$ cat config.mk
export PLATFORM = sky130hd
export DESIGN_NAME = fetch_stage
export DESIGN_NICKNAME = d
export VERILOG_FILES = /design/src/rtl/fetch_stage.sv
export SDC_FILE = /design/constraint.sdc
export NUM_CORES = 1
export LEC_CHECK = 0
export CORE_MARGIN = 2
export CORE_UTILIZATION = 42
export CTS_CLUSTER_DIAMETER = 100
export DETAILED_ROUTE_END_ITERATION = 8
export PLACE_DENSITY = 0.81
export SETUP_SLACK_MARGIN = 0.15
export SKIP_CTS_REPAIR_TIMING = 1
export SLEW_MARGIN = 20
export SYNTH_ARGS = -nofsm -noshare
export SYNTH_HDL_FRONTEND = slang
export SYNTH_SLANG_ARGS = --single-unit
$ cat constraint.sdc
create_clock -name clk -period 2.35 [get_ports clk]
set_clock_uncertainty 0.1 [all_clocks]
set_input_delay 0.3525 -clock clk [delete_from_list [all_inputs] [get_ports clk]]
set_output_delay 0.3525 -clock clk [all_outputs]
set_load 0.005 [all_outputs]
$ cat src/rtl/fetch_stage.sv
// Instruction-fetch stage: PC register, IF/ID pipeline register and issue counter.
// Optional halt-on-self-branch detection is built when FETCH_HALT_DETECT_EN is defined.
module fetch_stage #(
    parameter int unsigned          ADDR_W       = 32,
    parameter int unsigned          INSTR_W      = 32,
    parameter logic [ADDR_W-1:0]    RESET_PC     = '0,
    parameter logic [INSTR_W-1:0]   NOP_INSTR    = 32'hE000_0000,
    parameter int unsigned          DRAIN_CYCLES = 3
) (
    input  logic                clk,
    input  logic                rst_n,
    input  logic                freeze,
    input  logic                branch_taken,
    input  logic [ADDR_W-1:0]   branch_addr,
    output logic [ADDR_W-1:0]   imem_addr,
    input  logic [INSTR_W-1:0]  imem_instr,
    output logic [INSTR_W-1:0]  id_instr,
    output logic [ADDR_W-1:0]   id_pc,
    output logic                id_valid,
    output logic [31:0]         fetch_count,
    output logic                halted
);

    if (DRAIN_CYCLES < 1 || DRAIN_CYCLES > 7) begin : g_drain_range
        $error("DRAIN_CYCLES must fit the 3-bit drain counter (1..7)");
    end

    logic [ADDR_W-1:0]  pc_q, pc_d;
    logic [INSTR_W-1:0] id_instr_q, id_instr_d;
    logic [ADDR_W-1:0]  id_pc_q, id_pc_d;
    logic               id_valid_q, id_valid_d;
    logic [31:0]        fcnt_q, fcnt_d;
    logic [ADDR_W-1:0]  pc_plus4;
    logic [ADDR_W-1:0]  branch_tgt;

    assign pc_plus4   = pc_q + ADDR_W'(4);
    // Redirect targets are forced onto a word boundary.
    assign branch_tgt = branch_addr & ~ADDR_W'(3);

`ifdef FETCH_HALT_DETECT_EN
    typedef enum logic [1:0] {RUN, HALT_PEND, HALT} state_t;
    localparam logic [INSTR_W-1:0] SELF_BRANCH = 32'hEAFF_FFFF;

    state_t     state_q, state_d;
    logic [2:0] drain_q, drain_d;

    always_comb begin
        pc_d       = pc_q;
        id_instr_d = id_instr_q;
        id_pc_d    = id_pc_q;
        id_valid_d = id_valid_q;
        fcnt_d     = fcnt_q;
        state_d    = state_q;
        drain_d    = drain_q;
        case (state_q)
            RUN: begin
                if (branch_taken) begin
                    pc_d       = branch_tgt;
                    id_instr_d = NOP_INSTR;
                    id_pc_d    = '0;
                    id_valid_d = 1'b0;
                end else if (!freeze) begin
                    id_instr_d = imem_instr;
                    id_pc_d    = pc_plus4;
                    id_valid_d = 1'b1;
                    fcnt_d     = fcnt_q + 32'd1;
                    // A branch-to-self parks the PC on its own address.
                    if (imem_instr == SELF_BRANCH) begin
                        state_d = HALT_PEND;
                        drain_d = '0;
                    end else begin
                        pc_d = pc_plus4;
                    end
                end
            end
            HALT_PEND: begin
                if (branch_taken) begin
                    pc_d       = branch_tgt;
                    id_instr_d = NOP_INSTR;
                    id_pc_d    = '0;
                    id_valid_d = 1'b0;
                    drain_d    = '0;
                    state_d    = RUN;
                end else if (!freeze) begin
                    id_instr_d = NOP_INSTR;
                    id_pc_d    = '0;
                    id_valid_d = 1'b0;
                    drain_d    = drain_q + 3'd1;
                    if ({1'b0, drain_q} + 4'd1 >= 4'(DRAIN_CYCLES)) begin
                        state_d = HALT;
                    end
                end
            end
            default: begin
            end
        endcase
    end

    always_ff @(posedge clk) begin
        if (!rst_n) begin
            state_q <= RUN;
            drain_q <= '0;
        end else begin
            state_q <= state_d;
            drain_q <= drain_d;
        end
    end

    assign halted = (state_q == HALT);
`else
    always_comb begin
        pc_d       = pc_q;
        id_instr_d = id_instr_q;
        id_pc_d    = id_pc_q;
        id_valid_d = id_valid_q;
        fcnt_d     = fcnt_q;
        if (branch_taken) begin
            pc_d       = branch_tgt;
            id_instr_d = NOP_INSTR;
            id_pc_d    = '0;
            id_valid_d = 1'b0;
        end else if (!freeze) begin
            pc_d       = pc_plus4;
            id_instr_d = imem_instr;
            id_pc_d    = pc_plus4;
            id_valid_d = 1'b1;
            fcnt_d     = fcnt_q + 32'd1;
        end
    end

    assign halted = 1'b0;
`endif

    // IF -> ID register boundary
    always_ff @(posedge clk) begin
        if (!rst_n) begin
            pc_q       <= RESET_PC;
            id_instr_q <= NOP_INSTR;
            id_pc_q    <= '0;
            id_valid_q <= 1'b0;
            fcnt_q     <= '0;
        end else begin
            pc_q       <= pc_d;
            id_instr_q <= id_instr_d;
            id_pc_q    <= id_pc_d;
            id_valid_q <= id_valid_d;
            fcnt_q     <= fcnt_d;
        end
    end

    assign imem_addr   = pc_q;
    assign id_instr    = id_instr_q;
    assign id_pc       = id_pc_q;
    assign id_valid    = id_valid_q;
    assign fetch_count = fcnt_q;

endmodule

Word level (Yosys, flattened, before mapping)
Cells that the tools add are included.
- bits in registers: 129
- bits of input ports: 68
- output and inout port bits: 130
- word-level logic and storage cells: 16
- add/sub/neg operators: 2
- equal/unequal tests: 1
- multiplexer cells: 2
- bitwise gates (word level): 3
- reduce and logical (&&, ||, !) cells: 2
- operators by type and width (operator ; number):
    $mux W32 ; 2
    $add A32 B1 Y32 const B ; 1
    $add A32 B3 Y32 const B ; 1
    $not A1 Y1 ; 3
    $ne A2 B1 Y1 const B ; 1
    $reduce_and A2 Y1 ; 1
    $reduce_or A2 Y1 ; 1

Depth between registers and ports, before layout
- word-level depth: 3
- mapped depth: 7
- gate-level depth less buffers: 5

Least setup slack after synthesis
OpenSTA, ideal clock, no wires.
- kind: register to register
- start: register pc_q[2] (netlist: imem_addr[2])
- end: register pc_q[22] (netlist: imem_addr[22])
- arrival: 2.109 ns
- data required time: 2.176 ns
- setup slack: 0.067 ns
- cell stages (with the launch flop): 7
- cells stage by stage: dfxtp_1 > ha_1 > nand4b_2 > or4_1 > clkbuf_1 > or4_1 > a31oi_1
- cells in the longest elaborated chain, start to end: 3
- ends and longest elaborated chain (item ; RTL line ; RTL):
    start, declared ; 28 ; logic [ADDR_W-1:0] pc_q, pc_d;
    start signal, assigned ; 143 ; pc_q <= pc_d;
    $add A32 B3 Y32 ; 36 ; assign pc_plus4 = pc_q + ADDR_W'(4);
    $mux W32 ; 122 ; end else if (!freeze) begin
    $mux W32 ; 117 ; if (branch_taken) begin
No other way between the ends. The select of a mux whose other input is x is not followed.
A chain may end at the register's enable or synchronous reset.

Final worst setup path
- start: register pc_q[20] (netlist: imem_addr[20])
- end: register pc_q[28] (netlist: imem_addr[28])
Same word-level chain as after synthesis.

==> impl_metrics.env <==
export IMPL_synthSimpleGateAreaFrac=0.244
export IMPL_final_cell_mix="189 x clkdlybuf4s50_1, 112 x dfxtp_1, 65 x nor2_1, 59 x o21ai_0, 50 x buf_4"
export IMPL_synth_edf_count=0
export IMPL_initial_core_util=0.431
export IMPL_max_vdd_ir_drop_uv=443
export IMPL_wl_um=18300
export IMPL_ctsHtreeMaxLevel=4
export IMPL_wl_per_cell_um=16.6
export IMPL_grt_first_pass_wirelength_um=28300
export IMPL_yosys_area_share_adder=0.00417
export IMPL_cts_made_buffers=17
export IMPL_relSlewSlack=0.661
export IMPL_clkSinkCount=125
export IMPL_synth_cell_type_count=52
export IMPL_fmax_ghz=0.464
export IMPL_p_sw_uw=1350
export IMPL_yosys_area_top_type="dfxtp_1"
export IMPL_min_period_ns=2.16
export IMPL_hpwl_um=12700
export IMPL_crit_type="reg -> reg"
export IMPL_ys_ff_latch=125
export IMPL_pin_count=198
export IMPL_p_leak_uw=0.00312
export IMPL_ant_nets=0
export IMPL_viasPerCell=5.64
export IMPL_drc_errors=0
export IMPL_grt_pass1_vias=5613
export IMPL_syn_area_sq_um=6000
export IMPL_die_area_sq_um=15300
export IMPL_area_growth_pct=48.9
export IMPL_rsz0062_at_grt="yes"
export IMPL_startpoint_type="flip-flop"
export IMPL_synthCells=704
export IMPL_gp_congestion=0.856
export IMPL_grt_overflow=0
export IMPL_synth_top_area_share=0.417
export IMPL_fin_crit_sh=0.918
export IMPL_synth_mux_area_frac=0.0651
export IMPL_worstHoldPathCells=4
export IMPL_p_clk_frac=0.471
export IMPL_row_count=43
export IMPL_antenna_diode_count=0
export IMPL_synthTopCellsByArea="dfxtp_1 42%, mux2i_1 6.5%, o21ai_0 4.9%"
export IMPL_grt_usage=0.237
export IMPL_cts_tree="done"
export IMPL_synth_compound_area_frac=0.173
export IMPL_p_sw_frac=0.245
export IMPL_end_kind="flip-flop"
export IMPL_final_common_cell="clkdlybuf4s50_1"
export IMPL_synth_seq_area_share=0.417
export IMPL_synth_async_reset_ratio=0
export IMPL_worstMarginPinSlew_ns=0.508
export IMPL_pwr_share_seq=0.412
export IMPL_pwr_share_comb=0.116
export IMPL_setup_tns_ns=0
export IMPL_hold_class="in -> reg"
export IMPL_synth_xor_area_share=0.0409
export IMPL_cp_required_ns=2.60
export IMPL_die_h_um=124
export IMPL_drive_above_1_share=0.123
export IMPL_internal_power_uw=4140
export IMPL_antenna_found_initial=1
export IMPL_cap_violations=0
export IMPL_die_x_um=124
export IMPL_coreArea_sq_um=13900
export IMPL_synth_top_family_by_area="simple AND/OR/NAND/NOR gates"
export IMPL_p_total_uw=5490
export IMPL_finalHoldViolCount=0
export IMPL_final_max_slew_viol_count=0
export IMPL_setup_viol=0
export IMPL_clk_latency_ns=0.41
export IMPL_crit_path_max_fanout=8
export IMPL_grt_max_degree=42
export IMPL_reg2reg_depth=4
export IMPL_cts_max_path_buffers=2
export IMPL_drt_iter0_markers=564
export IMPL_synth_ff_type="dfxtp_1"
export IMPL_path_clk_slew_ns=0.06
export IMPL_status="completed"
export IMPL_fin_nets=979
export IMPL_arrival_ns=2.41
export IMPL_power_per_cell_area_nw_per_um2=614
export IMPL_synth_warnings=0
export IMPL_place_port_buffers=190
export IMPL_cts_root_buf="clkbuf_16"
export IMPL_first_pass_iters=5
export IMPL_vias=6210
export IMPL_avgSynthCellArea_sq_um=8.52
## cell usage after synthesis (all sizes together), types with 2 or more instances
library cell  instances
a211oi                4
a21o                  3
a21oi                45
a311oi                6
a31oi                19
and2                  2
and3                  4
and4                 10
buf                  19
clkbuf               42
dfxtp               125
ha                    2
inv                  11
mux2i                39
nand2                36
nand2b                7
nand3                22
nand4                28
nand4b                2
nor2                 65
nor3                  9
nor3b                 2
nor4                 16
o21a                  2
o21ai                59
o311a                 2
o31a                  3
o31ai                24
or2                   2
or3                  24
or4                  30
xnor2                21
xor2                  7
## final timing paths
kind                                 to                       start  slack (ns)
max          imem_addr[28]$_SDFFE_PN0P_  imem_addr[20]$_SDFFE_PN0P_        0.19
min               id_pc[9]$_SDFFE_PP0N_                      freeze        0.33
max reg2reg  imem_addr[28]$_SDFFE_PN0P_  imem_addr[20]$_SDFFE_PN0P_        0.19
min reg2reg       id_valid$_SDFFE_PP0N_       id_valid$_SDFFE_PP0N_        0.35
## metal layers
metal | vias up | global-route usage | wire (um)
met5 | - | 0 | 13
li1 | 3025 | - | -
met3 | 30 | 0.0798 | 1450
met2 | 246 | 0.371 | 8800
met1 | 2907 | 0.302 | 7740
met4 | 2 | 0.0938 | 329
## sequential cells by signal (all words and copies together) (netlist names)
register,count
id_pc,30
fetch_count,32
id_valid,1
id_instr,32
imem_addr,30
## power groups by stage
stage | combinational (uW) | clock (uW) | sequential [uW]
floorplan | 262 | 0 | 2310
global placement | 628 | 0 | 2310
detailed placement | 635 | 0 | 2310
CTS | 640 | 2620 | 2260
global route | 694 | 2730 | 2270
finish | 640 | 2590 | 2260
## logic make-up (layout without fill, tap and decap cells)
| family | Yosys count | in the layout |
|---|---|---|
| buf+inv | 72 | 286 |
| xor+xnor | 28 | 28 |
| flops | 125 | 125 |
| simple gates | 264 | 264 |
| fa+ha+maj | 2 | 2 |
| mux | 39 | 39 |
| compound gates | 173 | 173 |
| other cells | 1 | 5 |
## critical path: stages (launching register included)
cell and delay, ns:
dfxtp_1 0.49, nand4_1 0.27, or4_1 0.57, or4_1 0.50
a31oi_1 0.16
## layout make-up
| class | count | area [sq um] |
|---|---|---|
| Fill cell | 1137 | 5000 |
| Multi-Input combinational cell | 511 | 3220 |
| Sequential cell | 125 | 2520 |
| Timing Repair Buffer | 243 | 2340 |
| Clock buffer | 18 | 439 |
| Tap cell | 180 | 225 |
| Clock inverter | 14 | 146 |
| Inverter | 11 | 41.3 |
## per-stage QoR
step / cells / cell area (sq um) / utilization / setup WS, ns / hold WS (ns)
2_1_floorplan: 708 / 6030 / - / 0.210 / 0.342
5_1_grt: 1102 / 8940 / 0.641 / 0.111 / 0.318
4_1_cts: 1098 / 8860 / 0.636 / 0.0583 / 0.308
3_5_place_dp: 1066 / 8270 / 0.594 / 0.0468 / 0.339
6_report: 1102 / 8940 / 0.641 / 0.193 / 0.329
3_3_place_gp: 1066 / 8270 / 0.594 / 0.147 / 0.335
Power figures use the tool's default switching activity.
